--- config.mk ---
export PLATFORM = sky130hd
export DESIGN_NAME = matrix_phase_sequencer_flat
export DESIGN_NICKNAME = d
export VERILOG_FILES = /design/src/rtl/matrix_seq_pkg.sv /design/src/rtl/matrix_phase_sequencer_if.sv /design/src/rtl/phase_watchdog.sv /design/src/rtl/matrix_phase_sequencer.sv /design/src/flat_wrapper.sv
export SDC_FILE = /design/constraint.sdc
export NUM_CORES = 1
export LEC_CHECK = 0
export ABC_CLOCK_PERIOD_IN_PS = 2750
export BUFFER_PORTS_ARGS = -buffer_cell sky130_fd_sc_hd__clkbuf_2
export CORE_MARGIN = 5
export CORE_UTILIZATION = 38
export DETAILED_ROUTE_END_ITERATION = 10
export PLACE_DENSITY = 0.66
export SYNTH_ARGS = -nofsm -noshare
export SYNTH_HDL_FRONTEND = slang
export SYNTH_HIERARCHICAL = 1
export SYNTH_SLANG_ARGS = --single-unit
export TNS_END_PERCENT = 10
--- constraint.sdc ---
create_clock -name clk -period 2.75 [get_ports clk]
set_input_delay 0 -clock clk [delete_from_list [all_inputs] [get_ports clk]]
set_output_delay 0 -clock clk [all_outputs]
set_load 0.02 [all_outputs]
--- src/rtl/matrix_seq_pkg.sv ---
// Shared definitions for the matrix phase sequencer.
// Holds the phase count, the phase index constants, the error codes,
// the sequencer state type and a one-hot helper.
package matrix_seq_pkg;

  localparam int NUM_PHASES = 6;

  localparam logic [2:0] PH_IMPORT    = 3'd0;
  localparam logic [2:0] PH_CALCC     = 3'd1;
  localparam logic [2:0] PH_DETB      = 3'd2;
  localparam logic [2:0] PH_TRANSPOSE = 3'd3;
  localparam logic [2:0] PH_INVERSE   = 3'd4;
  localparam logic [2:0] PH_MULTIPLY  = 3'd5;

  localparam logic [1:0] ERR_NONE     = 2'b00;
  localparam logic [1:0] ERR_DET_ZERO = 2'b01;
  localparam logic [1:0] ERR_TIMEOUT  = 2'b10;
  localparam logic [1:0] ERR_SPURIOUS = 2'b11;

  typedef enum logic [2:0] {
    IDLE,
    LAUNCH,
    WAIT,
    FINISH,
    ERROR
  } seqState_t;

  // One-hot mask selecting phase idx.
  function automatic logic [NUM_PHASES-1:0] phaseMask(input logic [2:0] idx);
    return {{(NUM_PHASES-1){1'b0}}, 1'b1} << idx;
  endfunction

endpackage

--- src/rtl/matrix_phase_sequencer_if.sv ---
// Handshake bundle between the sequencer and the phase controllers.
// master: host/phase side (drives start, abort, phase_done, det_zero).
// slave : sequencer side (drives phase_start, phase_active, busy, done,
//         err, err_code, cycles).
interface matrix_phase_sequencer_if
  import matrix_seq_pkg::*;
#(
  parameter int CW = 16
) ();

  logic                  start;
  logic                  abort;
  logic [NUM_PHASES-1:0] phase_done;
  logic                  det_zero;
  logic [NUM_PHASES-1:0] phase_start;
  logic [NUM_PHASES-1:0] phase_active;
  logic                  busy;
  logic                  done;
  logic                  err;
  logic [1:0]            err_code;
  logic [CW-1:0]         cycles;

  modport master (
    output start, abort, phase_done, det_zero,
    input  phase_start, phase_active, busy, done, err, err_code, cycles
  );

  modport slave (
    input  start, abort, phase_done, det_zero,
    output phase_start, phase_active, busy, done, err, err_code, cycles
  );

endinterface

--- src/rtl/phase_watchdog.sv ---
// Per-phase watchdog for the matrix phase sequencer.
// Ports: clk, rst_n (async active-low), clear (restart count),
//        enable (count this cycle), expired (TIMEOUT-th enabled cycle
//        reached without a clear).
module phase_watchdog #(
  parameter int TIMEOUT = 255
) (
  input  logic clk,
  input  logic rst_n,
  input  logic clear,
  input  logic enable,
  output logic expired
);

  localparam int W = $clog2(TIMEOUT + 1);

  logic [W-1:0] count;

  // count holds the number of enabled cycles already completed, so the
  // TIMEOUT-th enabled cycle is the one where count == TIMEOUT-1.
  assign expired = enable && (count == W'(TIMEOUT - 1));

  always_ff @(posedge clk or negedge rst_n) begin
    if (!rst_n) begin
      count <= '0;
    end else if (clear) begin
      count <= '0;
    end else if (enable && !expired) begin
      count <= count + W'(1);
    end
  end

endmodule

--- src/rtl/matrix_phase_sequencer.sv ---
// Matrix phase sequencer: launches the six matrix phases in order
// (import, calC, detB, transpose, inverse, multiply), watches each phase
// for completion, a zero determinant, a timeout or a stray done bit,
// and counts busy cycles of the run.
// Ports: clk, rst_n (async active-low), bus (slave side of
//        matrix_phase_sequencer_if carrying the run handshake and status).
module matrix_phase_sequencer
  import matrix_seq_pkg::*;
#(
  parameter int TIMEOUT = 255,
  parameter int CW      = 16
) (
  input logic                     clk,
  input logic                     rst_n,
  matrix_phase_sequencer_if.slave bus
);

  seqState_t             state, nextState;
  logic [2:0]            k, nextK;
  logic [1:0]            errCode, nextErrCode;
  logic                  clearCycles;
  logic [NUM_PHASES-1:0] curMask;
  logic [NUM_PHASES-1:0] strayDone;
  logic                  wdExpired;
  logic                  nextBusy;

  logic [NUM_PHASES-1:0] phaseStart;
  logic [NUM_PHASES-1:0] phaseActive;
  logic                  busy;
  logic                  done;
  logic                  err;
  logic [CW-1:0]         cycles;

  assign curMask   = phaseMask(k);
  assign strayDone = bus.phase_done & ~curMask;

  phase_watchdog #(
    .TIMEOUT(TIMEOUT)
  ) uWatchdog (
    .clk    (clk),
    .rst_n  (rst_n),
    .clear  (state == LAUNCH),
    .enable (state == WAIT),
    .expired(wdExpired)
  );

  // Next-state decision. Priority: abort, stray done, valid done
  // (det_zero check on detB), then watchdog expiry.
  always_comb begin
    nextState   = state;
    nextK       = k;
    nextErrCode = errCode;
    clearCycles = 1'b0;
    if (bus.abort) begin
      nextState   = IDLE;
      nextErrCode = ERR_NONE;
    end else begin
      case (state)
        IDLE, ERROR: begin
          if (bus.start) begin
            nextState   = LAUNCH;
            nextK       = PH_IMPORT;
            nextErrCode = ERR_NONE;
            clearCycles = 1'b1;
          end
        end
        LAUNCH: begin
          if (|strayDone) begin
            nextState   = ERROR;
            nextErrCode = ERR_SPURIOUS;
          end else begin
            nextState = WAIT;
          end
        end
        WAIT: begin
          if (|strayDone) begin
            nextState   = ERROR;
            nextErrCode = ERR_SPURIOUS;
          end else if (|(bus.phase_done & curMask)) begin
            if (k == PH_DETB && bus.det_zero) begin
              nextState   = ERROR;
              nextErrCode = ERR_DET_ZERO;
            end else if (k == PH_MULTIPLY) begin
              nextState = FINISH;
            end else begin
              nextState = LAUNCH;
              nextK     = k + 3'd1;
            end
          end else if (wdExpired) begin
            nextState   = ERROR;
            nextErrCode = ERR_TIMEOUT;
          end
        end
        FINISH:  nextState = IDLE;
        default: nextState = IDLE;
      endcase
    end
  end

  assign nextBusy = (nextState == LAUNCH) || (nextState == WAIT);

  // State and all outputs are registered from the next-state decision so
  // no input reaches an output combinationally. cycles freezes on abort.
  always_ff @(posedge clk or negedge rst_n) begin
    if (!rst_n) begin
      state       <= IDLE;
      k           <= PH_IMPORT;
      errCode     <= ERR_NONE;
      phaseStart  <= '0;
      phaseActive <= '0;
      busy        <= 1'b0;
      done        <= 1'b0;
      err         <= 1'b0;
      cycles      <= '0;
    end else begin
      state       <= nextState;
      k           <= nextK;
      errCode     <= nextErrCode;
      phaseStart  <= (nextState == LAUNCH) ? phaseMask(nextK) : '0;
      phaseActive <= nextBusy ? phaseMask(nextK) : '0;
      busy        <= nextBusy;
      done        <= (nextState == FINISH);
      err         <= (nextState == ERROR);
      if (clearCycles) begin
        cycles <= '0;
      end else if (busy && !bus.abort && (cycles != '1)) begin
        cycles <= cycles + CW'(1);
      end
    end
  end

  assign bus.phase_start  = phaseStart;
  assign bus.phase_active = phaseActive;
  assign bus.busy         = busy;
  assign bus.done         = done;
  assign bus.err          = err;
  assign bus.err_code     = errCode;
  assign bus.cycles       = cycles;

endmodule

--- src/flat_wrapper.sv ---
// flat-port wrapper written by rule: the top's interface ports become plain ports
module matrix_phase_sequencer_flat import matrix_seq_pkg::*;
#(
  parameter int TIMEOUT = 255,
  parameter int CW      = 16
)
  (clk, rst_n, bus_start, bus_abort, bus_phase_done, bus_det_zero, bus_phase_start, bus_phase_active, bus_busy, bus_done, bus_err, bus_err_code, bus_cycles);
  matrix_phase_sequencer_if #(.CW(CW)) bus_i ();
  input logic clk;
  input logic rst_n;
  input wire logic [$bits(bus_i.start)-1:0] bus_start;
  input wire logic [$bits(bus_i.abort)-1:0] bus_abort;
  input wire logic [$bits(bus_i.phase_done)-1:0] bus_phase_done;
  input wire logic [$bits(bus_i.det_zero)-1:0] bus_det_zero;
  output wire logic [$bits(bus_i.phase_start)-1:0] bus_phase_start;
  output wire logic [$bits(bus_i.phase_active)-1:0] bus_phase_active;
  output wire logic [$bits(bus_i.busy)-1:0] bus_busy;
  output wire logic [$bits(bus_i.done)-1:0] bus_done;
  output wire logic [$bits(bus_i.err)-1:0] bus_err;
  output wire logic [$bits(bus_i.err_code)-1:0] bus_err_code;
  output wire logic [$bits(bus_i.cycles)-1:0] bus_cycles;
  assign bus_i.start = bus_start;
  assign bus_i.abort = bus_abort;
  assign bus_i.phase_done = bus_phase_done;
  assign bus_i.det_zero = bus_det_zero;
  assign bus_phase_start = bus_i.phase_start;
  assign bus_phase_active = bus_i.phase_active;
  assign bus_busy = bus_i.busy;
  assign bus_done = bus_i.done;
  assign bus_err = bus_i.err;
  assign bus_err_code = bus_i.err_code;
  assign bus_cycles = bus_i.cycles;
  matrix_phase_sequencer #(.TIMEOUT(TIMEOUT), .CW(CW)) u_core (.clk(clk), .rst_n(rst_n), .bus(bus_i));
endmodule
# Word level (Yosys, flattened, before mapping)
# Index checks and enable logic that the tools add are counted.
# totals
regBits	47
input_bits	11
output_inout_bits	33
# op_classes
addsub	3
n_eq_ne	15
n_shift	2
n_mux	33
bitwise	3
reduce_logical	16
# op_table
cell	count
2-to-1 mux 3 bit	13
2-to-1 mux 16 bit	2
adder 16 x 1 -> 16 bit, second input constant	1
2-to-1 mux 2 bit	8
2-to-1 mux 8 bit	2
!= test 16 bit, second input constant	1
bitwise AND 6 bit	2
== test 3 x 2 -> 1 bit, second input constant	4
2-to-1 mux 6 bit	2
OR reduction 6 bit	2
<< shifter 1 x 3 -> 6 bit, first input constant	2
== test 3 bit, second input constant	3
one-hot mux 3 bit (3 select lines)	1
adder 8 x 1 -> 8 bit, second input constant	1
== test 8 bit, second input constant	1
== test 3 x 1 -> 1 bit, second input constant	2
NOT 6 bit	1
one-hot mux 2 bit (3 select lines)	1
one-hot mux 3 bit (2 select lines)	1
logical AND 1 bit	5
!= test 5 x 2 -> 1 bit, second input constant	1
!= test 5 x 4 -> 1 bit, second input constant	1
AND reduction 5 bit	1
nonzero test 2 bit	2
other kinds (9)	12

# Depth between registers and ports, before layout
# Gate-level depths: netlist of run 1.
# logic_depth
ltp_word	10
depth_mapped	11
depth_no_buf	9

# By module
# The synthesis of run 1 kept the hierarchy.
# modules_own_cells
mod	instances	cells_per_inst	area_per_inst_um2	seq_area_each_um2
matrix_phase_sequencer	1	216	2209.6	975.9
phase_watchdog	1	48	506.7	200.2

# Worst setup path before layout of run 1
# No wires, ideal clock.
# synth_timing
kind	reg-to-reg
start	reg u_core.k[0]
end	reg u_core.phaseActive[5] (netlist: u_core/bus.phase_active[5])
setup_time_ns	0.098
t_arrival_ns	2.228
required_ns	2.652
slack_ns	0.424
path_stages_with_launch	9
n_path_buf	0
period_less_slack_ns	2.326
path_cell_list	dfrtp_1 ha_1 ha_1 a32o_1 or3_1 o311ai_1 and4b_1 a211oi_4 nor4bb_2
# synth_between
elab_chain_cells	10
elab_cells_between_ends	29
classes_between	add/sub: 1; eq/ne: 4; shift: 2; mux: 15; bitwise: 3; reduce/logical: 4
# synth_rtl
item	line_no	rtl
start, declared	matrix_phase_sequencer.sv:19	logic [2:0] k, nextK;
start signal, assigned	matrix_phase_sequencer.sv:117	k <= nextK;
branches (longest 9 deep; another with adder 3 x 1 -> 3 bit)	--	
2-to-1 mux 6 bit *	matrix_phase_sequencer.sv:120	phaseActive <= nextBusy ? phaseMask(nextK) : '0;
end signal, assigned	matrix_phase_sequencer.sv:120	
end, declared	matrix_phase_sequencer.sv:28	logic [NUM_PHASES-1:0] phaseActive;
# Every way passes the cells marked *.
# A chain may end at the register's enable or synchronous reset.

# Worst setup path in the final report of run 1
# layout_timing
start	reg u_core.k[0]
end	reg u_core.phaseStart[2] (netlist: u_core/bus.phase_start[2])
# layout_between
elab_chain_cells	9
elab_cells_between_ends	27
classes_between	add/sub: 1; eq/ne: 3; shift: 2; mux: 15; bitwise: 3; reduce/logical: 3
# layout_rtl
item	line_no	rtl
adder 3 x 1 -> 3 bit (tied with other cells)	matrix_phase_sequencer.sv:87	nextK = k + 3'd1;
2-to-1 mux 3 bit (tied with other cells)	matrix_phase_sequencer.sv:83	end else if (k == PH_MULTIPLY) begin
2-to-1 mux 3 bit (tied with other cells)	matrix_phase_sequencer.sv:80	if (k == PH_DETB && bus.det_zero) begin
2-to-1 mux 3 bit or OR reduction 6 bit (tied branches)	matrix_phase_sequencer.sv:79, matrix_phase_sequencer.sv:68, matrix_phase_sequencer.sv:76	
2-to-1 mux 3 bit, on equally long branches	matrix_phase_sequencer.sv:76, matrix_phase_sequencer.sv:68	
one-hot mux 3 bit (2 select lines) or one-hot mux 3 bit (3 select lines) (tied branches)	matrix_phase_sequencer.sv:58	case (state)
2-to-1 mux 3 bit	matrix_phase_sequencer.sv:54	if (bus.abort) begin
<< shifter 1 x 3 -> 6 bit or == test 3 x 1 -> 1 bit (tied branches)	matrix_seq_pkg.sv:30, matrix_phase_sequencer.sv:119	
2-to-1 mux 6 bit *	matrix_phase_sequencer.sv:119	phaseStart <= (nextState == LAUNCH) ? phaseMask(nextK) : '0;
end signal, assigned	matrix_phase_sequencer.sv:119	
end, declared	matrix_phase_sequencer.sv:27	logic [NUM_PHASES-1:0] phaseStart;
# Mark *: on every way between the ends. The rest lies on a longest branch, timed or not.

==> key figures, run 1 <==
STA
  • Final min period: 2.61 ns
  • Setup-failing EPs final: 0
  • Relative slew slack: 51.7%
  • Period utilization: 94.7%
  • Clk_skew: 0.00922 ns
  • Least-Margin Pin Slew: 0.722 ns
  • Unrepaired setup endpoints after global routing: false
  • Final Hold Viols: 0
  • Worst setup margin: 0.144 ns
  • Fmax: 0.384 GHz
  • Slew Limit Fails: 0

Critical path
  • Reg2reg start: u_core/k[0]
  • R2r endpoint: u_core/bus.phase_start[2]
  • Crit. Startpoint: u_core/k[0]
  • Critical Path Source Type: flop
  • CP endpoint kind: flop
  • Cell depth of the worst flop-to-flop path: 9
  • Critical path arrival: 2.80 ns
  • Reg2Reg Setup Slack: 0.14 ns
  • CP max FO: 10
  • Req. time, crit path: 2.95 ns
  • Crit Path Class: reg2reg

Global routing
  • Number of global-route vias before repair: 2114
  • Largest net degree at the start of global routing: 25
  • Initial antenna violation count: 0
  • First-pass GRT wire length: 10.1 mm
  • GRT Residual Overflow: 0
  • Overall Global Routing Usage: 14.0%

Yosys
  • Post-Syn Area: 2720 sq um
  • Yosys warns: 6
  • Syn Nets: 283
  • Number of synthesized register bits: 47
  • Register area share after synthesis: 43.3%
  • Cells after Synth: 264
  • Asr flop ratio synth: 100%
  • Number of synthesized flops with an enable pin: 0
  • Mapped Avg Cell Area: 10.3 sq um
  • Main synth FF type: dfrtp_1
  • Yosys cell types: 73

Detailed routing
  • Routed Antenna Nets: 0
  • Detailed-route via count: 2163
  • Initial DRC count: 104
  • Routed Wire Length: 5.96 mm
  • Routed length on met1: 2.84 mm
  • Met3 wire length: 310 um
  • # DRC: 0
  • Top layer used by detailed routing: met4
  • First-pass DRT Iterations: 5
  • Vias per cell: 5.26
  • Met2 WL: 2.75 mm
  • Avg WL per Cell: 14.5 um

Pwr
  • P_leak: 1.43 nW
  • Pwr per Cell Area: 404 nW/um^2
  • VDD IR max: 322 uV
  • Final Power: 0.00128 W

Final layout
  • Area of the multi-input gates: 1440 sq um
  • Ant diodes: 0
  • Finished Core Util: 46.1%
  • Share of layout cells above drive strength 1: 27.6%
  • Layout fillers: 653
  • Register Area: 1180 sq um
  • Area growth from synthesis to layout: 16.6%
  • Nets: 333

Min path
  • Hold path depth: 4
  • HP Class: in2reg
  • Hold Path End: u_core/bus.err_code[0]
  • Hold Crit Start: bus_start

Place
  • Pre-CTS setup slack: -0.0422 ns
  • HPWL after DPL: 4.38 mm
  • Port bufs: 43
  • GP Congestion: 0.880

Clock tree
  • Clk_lat worst skew: 0.29 ns
  • CTS tree: yes
  • Root Buffer: clkbuf_8
  • Clk pin slew, worst setup/hold paths: 0.09 ns
  • Max Buffers Root-to-Sink: 2
  • Clock sink total: 47
  • # H-tree levels: 2
  • CTS Buf Count: 5

Die
  • Initial core utilization: 39.5%
  • Die Ht: 94.5 um
  • Die span in x: 94.5 um
  • Site row count: 30
  • DIE AREA: 8940 sq um
  • IO Pins: 44
  • Core footprint: 6870 sq um

Run status
  • Status: complete, no violations

Job
  • Max Cap Violations: 0
-- cell usage in the layout (no fill, tap or decap), types with 3 or more instances in the layout --
cell type / count
nand2b_1: 3
nand3_1: 11
nor4b_2: 3
clkbuf_2: 43
inv_1: 11
nand4_1: 5
clkbuf_8: 6
ha_1: 8
xnor2_1: 4
and3_1: 6
and4_1: 3
nor3_1: 8
or3_1: 4
nand2_1: 9
o21ai_0: 8
nor2_1: 28
nor3b_1: 3
buf_4: 8
xor2_1: 7
nor2b_1: 7
a21oi_1: 14
dfrtp_1: 45
-- report_power, final --
group | switching, W | internal, W
registers | 0.0000135 | 0.000704
logic | 0.0000827 | 0.0000448
clock network | 0.000230 | 0.000205
total | 0.000327 | 0.000954
-- sequential cells by signal (all words and copies together), names as in the netlist --
name and cells:
u_core/bus.err 1, u_core/bus.phase_active 6, u_core/state 3, u_core/k 3, u_core/uWatchdog/count 8, u_core/bus.err_code 2, u_core/bus.cycles 16, u_core/bus.phase_start 6
u_core/bus.done 1, u_core/bus.busy 1
-- critical path: stages (launching register included) --
cell and delay [ns]:
dfrtp_2 0.47, ha_1 0.22, ha_1 0.19, a32o_1 0.25, a2111o_1 0.41, and2_4 0.21
nand4_2 0.14, o221ai_4 0.19, buf_4 0.19, nor4_2 0.24
-- cell usage after synthesis, types with 5 or more instances --
cell,count,area [sq um]
a21oi_1,14,70.1
ha_1,8,100
nor2b_1,7,43.8
inv_1,11,41.3
nand4_1,5,31.3
dfrtp_1,47,1180
nand3_1,11,55.1
o21ai_0,8,40.0
and3_1,6,37.5
xor2_1,7,61.3
nor2_1,29,109
nand2_1,9,33.8
nor3_1,8,40.0
-- kinds of logic after synthesis --
family                   count (synthesis)  synth area share [%]
AO/OA/AOI/OAI                           57                  16.4
buffers and inverters                   21                  4.47
adder cells (fa/ha/maj)                  8                  3.69
flip-flops                              47                  43.3
AND/OR/NAND/NOR                        117                  27.1
XOR/XNOR                                11                  3.55
multiplexers                             3                  1.47
-- routing by layer --
layer | up-vias | global-route usage [%]
li1 | 1068 | -
met1 | 1044 | 19.4
met2 | 44 | 21.6
met3 | 7 | 3.82
met4 | 0 | 3.61
met5 | - | 0
-- final cells by class --
class / count / share of cell area [%]
well taps: 96 / 3.79
clock inverters: 2 / 0.513
multi-input cells: 196 / 45.5
clock buffers: 6 / 2.61
repair buffers: 52 / 9.00
flip-flops and latches: 47 / 37.2
inverters: 12 / 1.42
-- how the worst max path moves through the flow --
stage | endpoint | cells after the start
floorplan | u_core/bus.phase_active[5] | 8
global placement | u_core/bus.phase_active[5] | 8
detailed placement | u_core/bus.phase_active[3] | 8
CTS | u_core/bus.phase_active[5] | 7
global route | u_core/bus.phase_active[0] | 9
finish | u_core/bus.phase_start[2] | 9
-- repair_timing --
item / CTS / global route
hold endpoints to repair: 22 / 0
buffers inserted: 0 / 2
gates resized for setup: 1 / 4
pin swaps: 0 / 1
endpoints found under the setup margin: 2 / 7
gates cloned: 0 / 0
hold buffers: 1 / 0
-- per-stage QoR --
| stage | setup TNS (ns) | cells | cell area, sq um | hold slack, ns |
|---|---|---|---|---|
| after floorplan | 0 | 264 | 2720 | -0.296 |
| after global placement | 0 | 400 | 3020 | 0.0422 |
| after detailed placement | -0.0422 | 400 | 3020 | 0.0514 |
| after CTS | 0 | 409 | 3140 | 0.0463 |
| after global routing | 0 | 411 | 3170 | 0.0936 |
| final | 0 | 411 | 3170 | 0.0603 |
No activity file was read; power rests on OpenSTA's default activity.
==> run 2: changes to the inputs <==
--- a/config.mk
+++ b/config.mk
@@ -8,9 +8,9 @@
 export ABC_CLOCK_PERIOD_IN_PS = 2750
 export BUFFER_PORTS_ARGS = -buffer_cell sky130_fd_sc_hd__clkbuf_2
 export CORE_MARGIN = 5
-export CORE_UTILIZATION = 38
+export CORE_UTILIZATION = 56
 export DETAILED_ROUTE_END_ITERATION = 10
-export PLACE_DENSITY = 0.66
+export PLACE_DENSITY = 0.88
 export SYNTH_ARGS = -nofsm -noshare
 export SYNTH_HDL_FRONTEND = slang
 export SYNTH_HIERARCHICAL = 1
==> run 2 against run 1 <==
Combinational power hardly changed; sequential power hardly changed; cell area shrank 2.0%; worst hold slack better by 0.014 ns; final cell count shrank 7.5%; clock power down 2%; flip-flop and latch count stayed put; total power shrank 0.65%; fmax decreased by 1.7%; critical path depth down 1; non-clock buffer count down 2; critical endpoint is now u_core/bus.phase_active[5].
==> key figures, run 2 (synthesis results as in run 1) <==
STA
  • Fmax: 0.377 GHz (-1.7%)
  • Unrepaired setup endpoints after global routing: true
  • Period utilization: 96.4% (+1.7 points)
  • Clk_skew: 0.00705 ns (-0.00218 ns)
  • Final Hold Viols: 0 (unchanged)
  • Setup-failing EPs final: 0 (unchanged)
  • Relative slew slack: 41.8% (-9.9 points)
  • Least-Margin Pin Slew: 0.874 ns (+0.151 ns)
  • Slew Limit Fails: 0 (unchanged)
  • Post-Route Setup TNS: 0 ns (unchanged)
  • Final min period: 2.65 ns (+0.0463 ns)

Detailed routing
  • Vias per cell: 5.90 (+12%)
  • Routed Wire Length: 5.99 mm (+0.42%)
  • Routed Antenna Nets: 0 (unchanged)
  • First-pass DRT Iterations: 6 (+1)
  • Initial DRC count: 207 (+99%)
  • Detailed-route via count: 2241 (+3.6%)
  • Avg WL per Cell: 15.8 um (+8.6%)
  • # DRC: 0 (unchanged)

Die
  • Core footprint: 4720 sq um (-31%)
  • Die span in x: 79.6 um (-16%)
  • Initial core utilization: 57.5% (+18 points)
  • Site row count: 25 (-17%)
  • Die Ht: 79.6 um (-16%)
  • DIE AREA: 6340 sq um (-29%)
  • IO Pins: 44 (unchanged)

Run status
  • Status: complete, no violations

Critical path
  • Critical Path Source Type: flop
  • CP most frequent cell: ha_1
  • Crit Path Class: reg2reg
  • Crit-path max cell delay: 0.49 ns (+0.02 ns)
  • CP max FO: 7 (-3)
  • CP endpoint kind: flop
  • CP max stage cell: dfrtp_2
  • Reg2reg start: u_core/k[0]
  • Reg2Reg Setup Slack: 0.1 ns (-0.05 ns)
  • Critical path arrival: 2.86 ns (+0.06 ns)
  • Req. time, crit path: 2.96 ns (about the same)
  • R2r endpoint: u_core/bus.phase_active[5]
  • Cell depth of the worst flop-to-flop path: 8 (-1)
  • CP cell instances: ha_1, ha_1, a32o_1, or3_1, o311ai_1, and4b_1, a211oi_4, nor4bb_2

Pwr
  • Pwr per Cell Area: 410 nW/um^2 (+1.4%)
  • P_leak: 1.43 nW (-0.44%)
  • Final Power: 0.00127 W (-0.65%)
  • VDD IR max: 289 uV (-10%)

Global routing
  • Initial antenna violation count: 0 (unchanged)
  • Number of global-route vias before repair: 2162 (+2.3%)
  • First-pass GRT wire length: 10.2 mm (+1.2%)
  • GRT Residual Overflow: 0 (unchanged)
  • Overall Global Routing Usage: 20.3% (+6.3 points)
  • Largest net degree at the start of global routing: 37 (+48%)

Place
  • GP Congestion: 0.922 (+4.8%)
  • HPWL after DPL: 4.30 mm (-1.8%)
  • Cell Area, Placed: 2980 sq um (-1.2%)
  • Port bufs: 43 (unchanged)
  • Cells after DPL: 371 (-7.2%)

Clock tree
  • Clk pin slew, worst setup/hold paths: 0.09 ns (about the same)
  • CTS Buf Count: 5 (unchanged)
  • # H-tree levels: 2 (unchanged)
  • Setup repair bufs after CTS: 0 (unchanged)
  • Clock sink total: 47 (unchanged)
  • Max Buffers Root-to-Sink: 2 (unchanged)
  • Root Buffer: clkbuf_8
  • CTS tree: yes
  • Clk_lat worst skew: 0.30 ns (about the same)

Final layout
  • Commonest non-fill, non-tap cell in the layout: dfrtp_1
  • Largest register by flop count: u_core/bus.cycles
  • Area growth from synthesis to layout: 14.3%
  • Finished Core Util: 65.7% (+20 points)
  • Layout fillers: 352 (-46%)
  • Commonest non-fill, non-tap cells in the layout: dfrtp_1, clkbuf_2, nor2_1
  • Nets: 331 (-0.60%)
  • Share of layout cells above drive strength 1: 26.8% (-0.78 points)
  • Finished Layout Cells: 380 (-7.5%)
  • Top flop regs: u_core/bus.cycles: 16 flops, u_core/uWatchdog/count: 8 flops
  • Final Cell Area: 3100 sq um (-2.0%)
  • Ant diodes: 0 (unchanged)
  • Max reg flops: 16 (unchanged)

Min path
  • Hold path depth: 4 (unchanged)
  • Hold Crit Start: bus_start
  • Hold Path End: u_core/bus.err_code[0]
  • HP Class: in2reg

Job
  • Max Cap Violations: 0 (unchanged)
==> run 2: how the worst max path moves through the flow <==
stage,startpoint,to,slack [ns],cells after the start
floorplan,u_core/k[0],u_core/bus.phase_active[5],0.42,8
global placement,u_core/k[0],u_core/bus.phase_active[5],0.16,8
detailed placement,u_core/k[0],u_core/bus.phase_active[5],0.04,8
CTS,u_core/k[0],u_core/bus.phase_active[5],0.09,8
global route,u_core/k[0],u_core/bus.phase_active[5],-0.04,8
finish,u_core/k[0],u_core/bus.phase_active[5],0.1,8
==> run 2: repair_timing <==
item	CTS	global route
hold buffers	1	0
endpoints found under the setup margin	1	6
resized for setup	1	2
endpoints found under the hold margin	35	0
==> run 2: critical path: cells and delay by family (launching register included) <==
family                   cells  cell delay [ns]
flip-flops                   1             0.49
AO/OA/AOI/OAI                3             0.68
AND/OR/NAND/NOR              3             0.97
adder cells (fa/ha/maj)      2             0.42
==> run 2: cell type report <==
type | count | area, sq um | area share [%]
Clock buffer | 5 | 68.8 | 2.22
Sequential cell | 47 | 1180 | 37.9
Tap cell | 67 | 83.8 | 2.70
Multi-Input combinational cell | 196 | 1440 | 46.3
Inverter | 12 | 45.0 | 1.45
Clock inverter | 3 | 22.5 | 0.726
Timing Repair Buffer | 50 | 270 | 8.71
==> run 2: per-stage QoR <==
stage	hold slack, ns	worst slack [ns]
final	0.0743	0.0981
after global routing	0.0898	-0.0445
after CTS	0.0506	0.0890
after detailed placement	0.162	0.0367
after global placement	0.159	0.159
after floorplan	-0.296	0.424
==> run 2: where the power goes <==
part           leakage, nW  switching [W]  internal (W)
Combinational        0.729      0.0000831     0.0000439
Sequential           0.649      0.0000135      0.000704
Clock               0.0485       0.000245      0.000182
Total                 1.43       0.000342      0.000930
==> run 2: routing by layer <==
| layer | GRT usage [%] | up-vias | share of wire (%) |
|---|---|---|---|
| met3 | 4.06 | 12 | 5.4 |
| met5 | 0 | - | 0 |
| met4 | 7.22 | 0 | 1.6 |
| met1 | 28.1 | 1085 | 45 |
| met2 | 31.4 | 76 | 48 |
| li1 | - | 1068 | - |
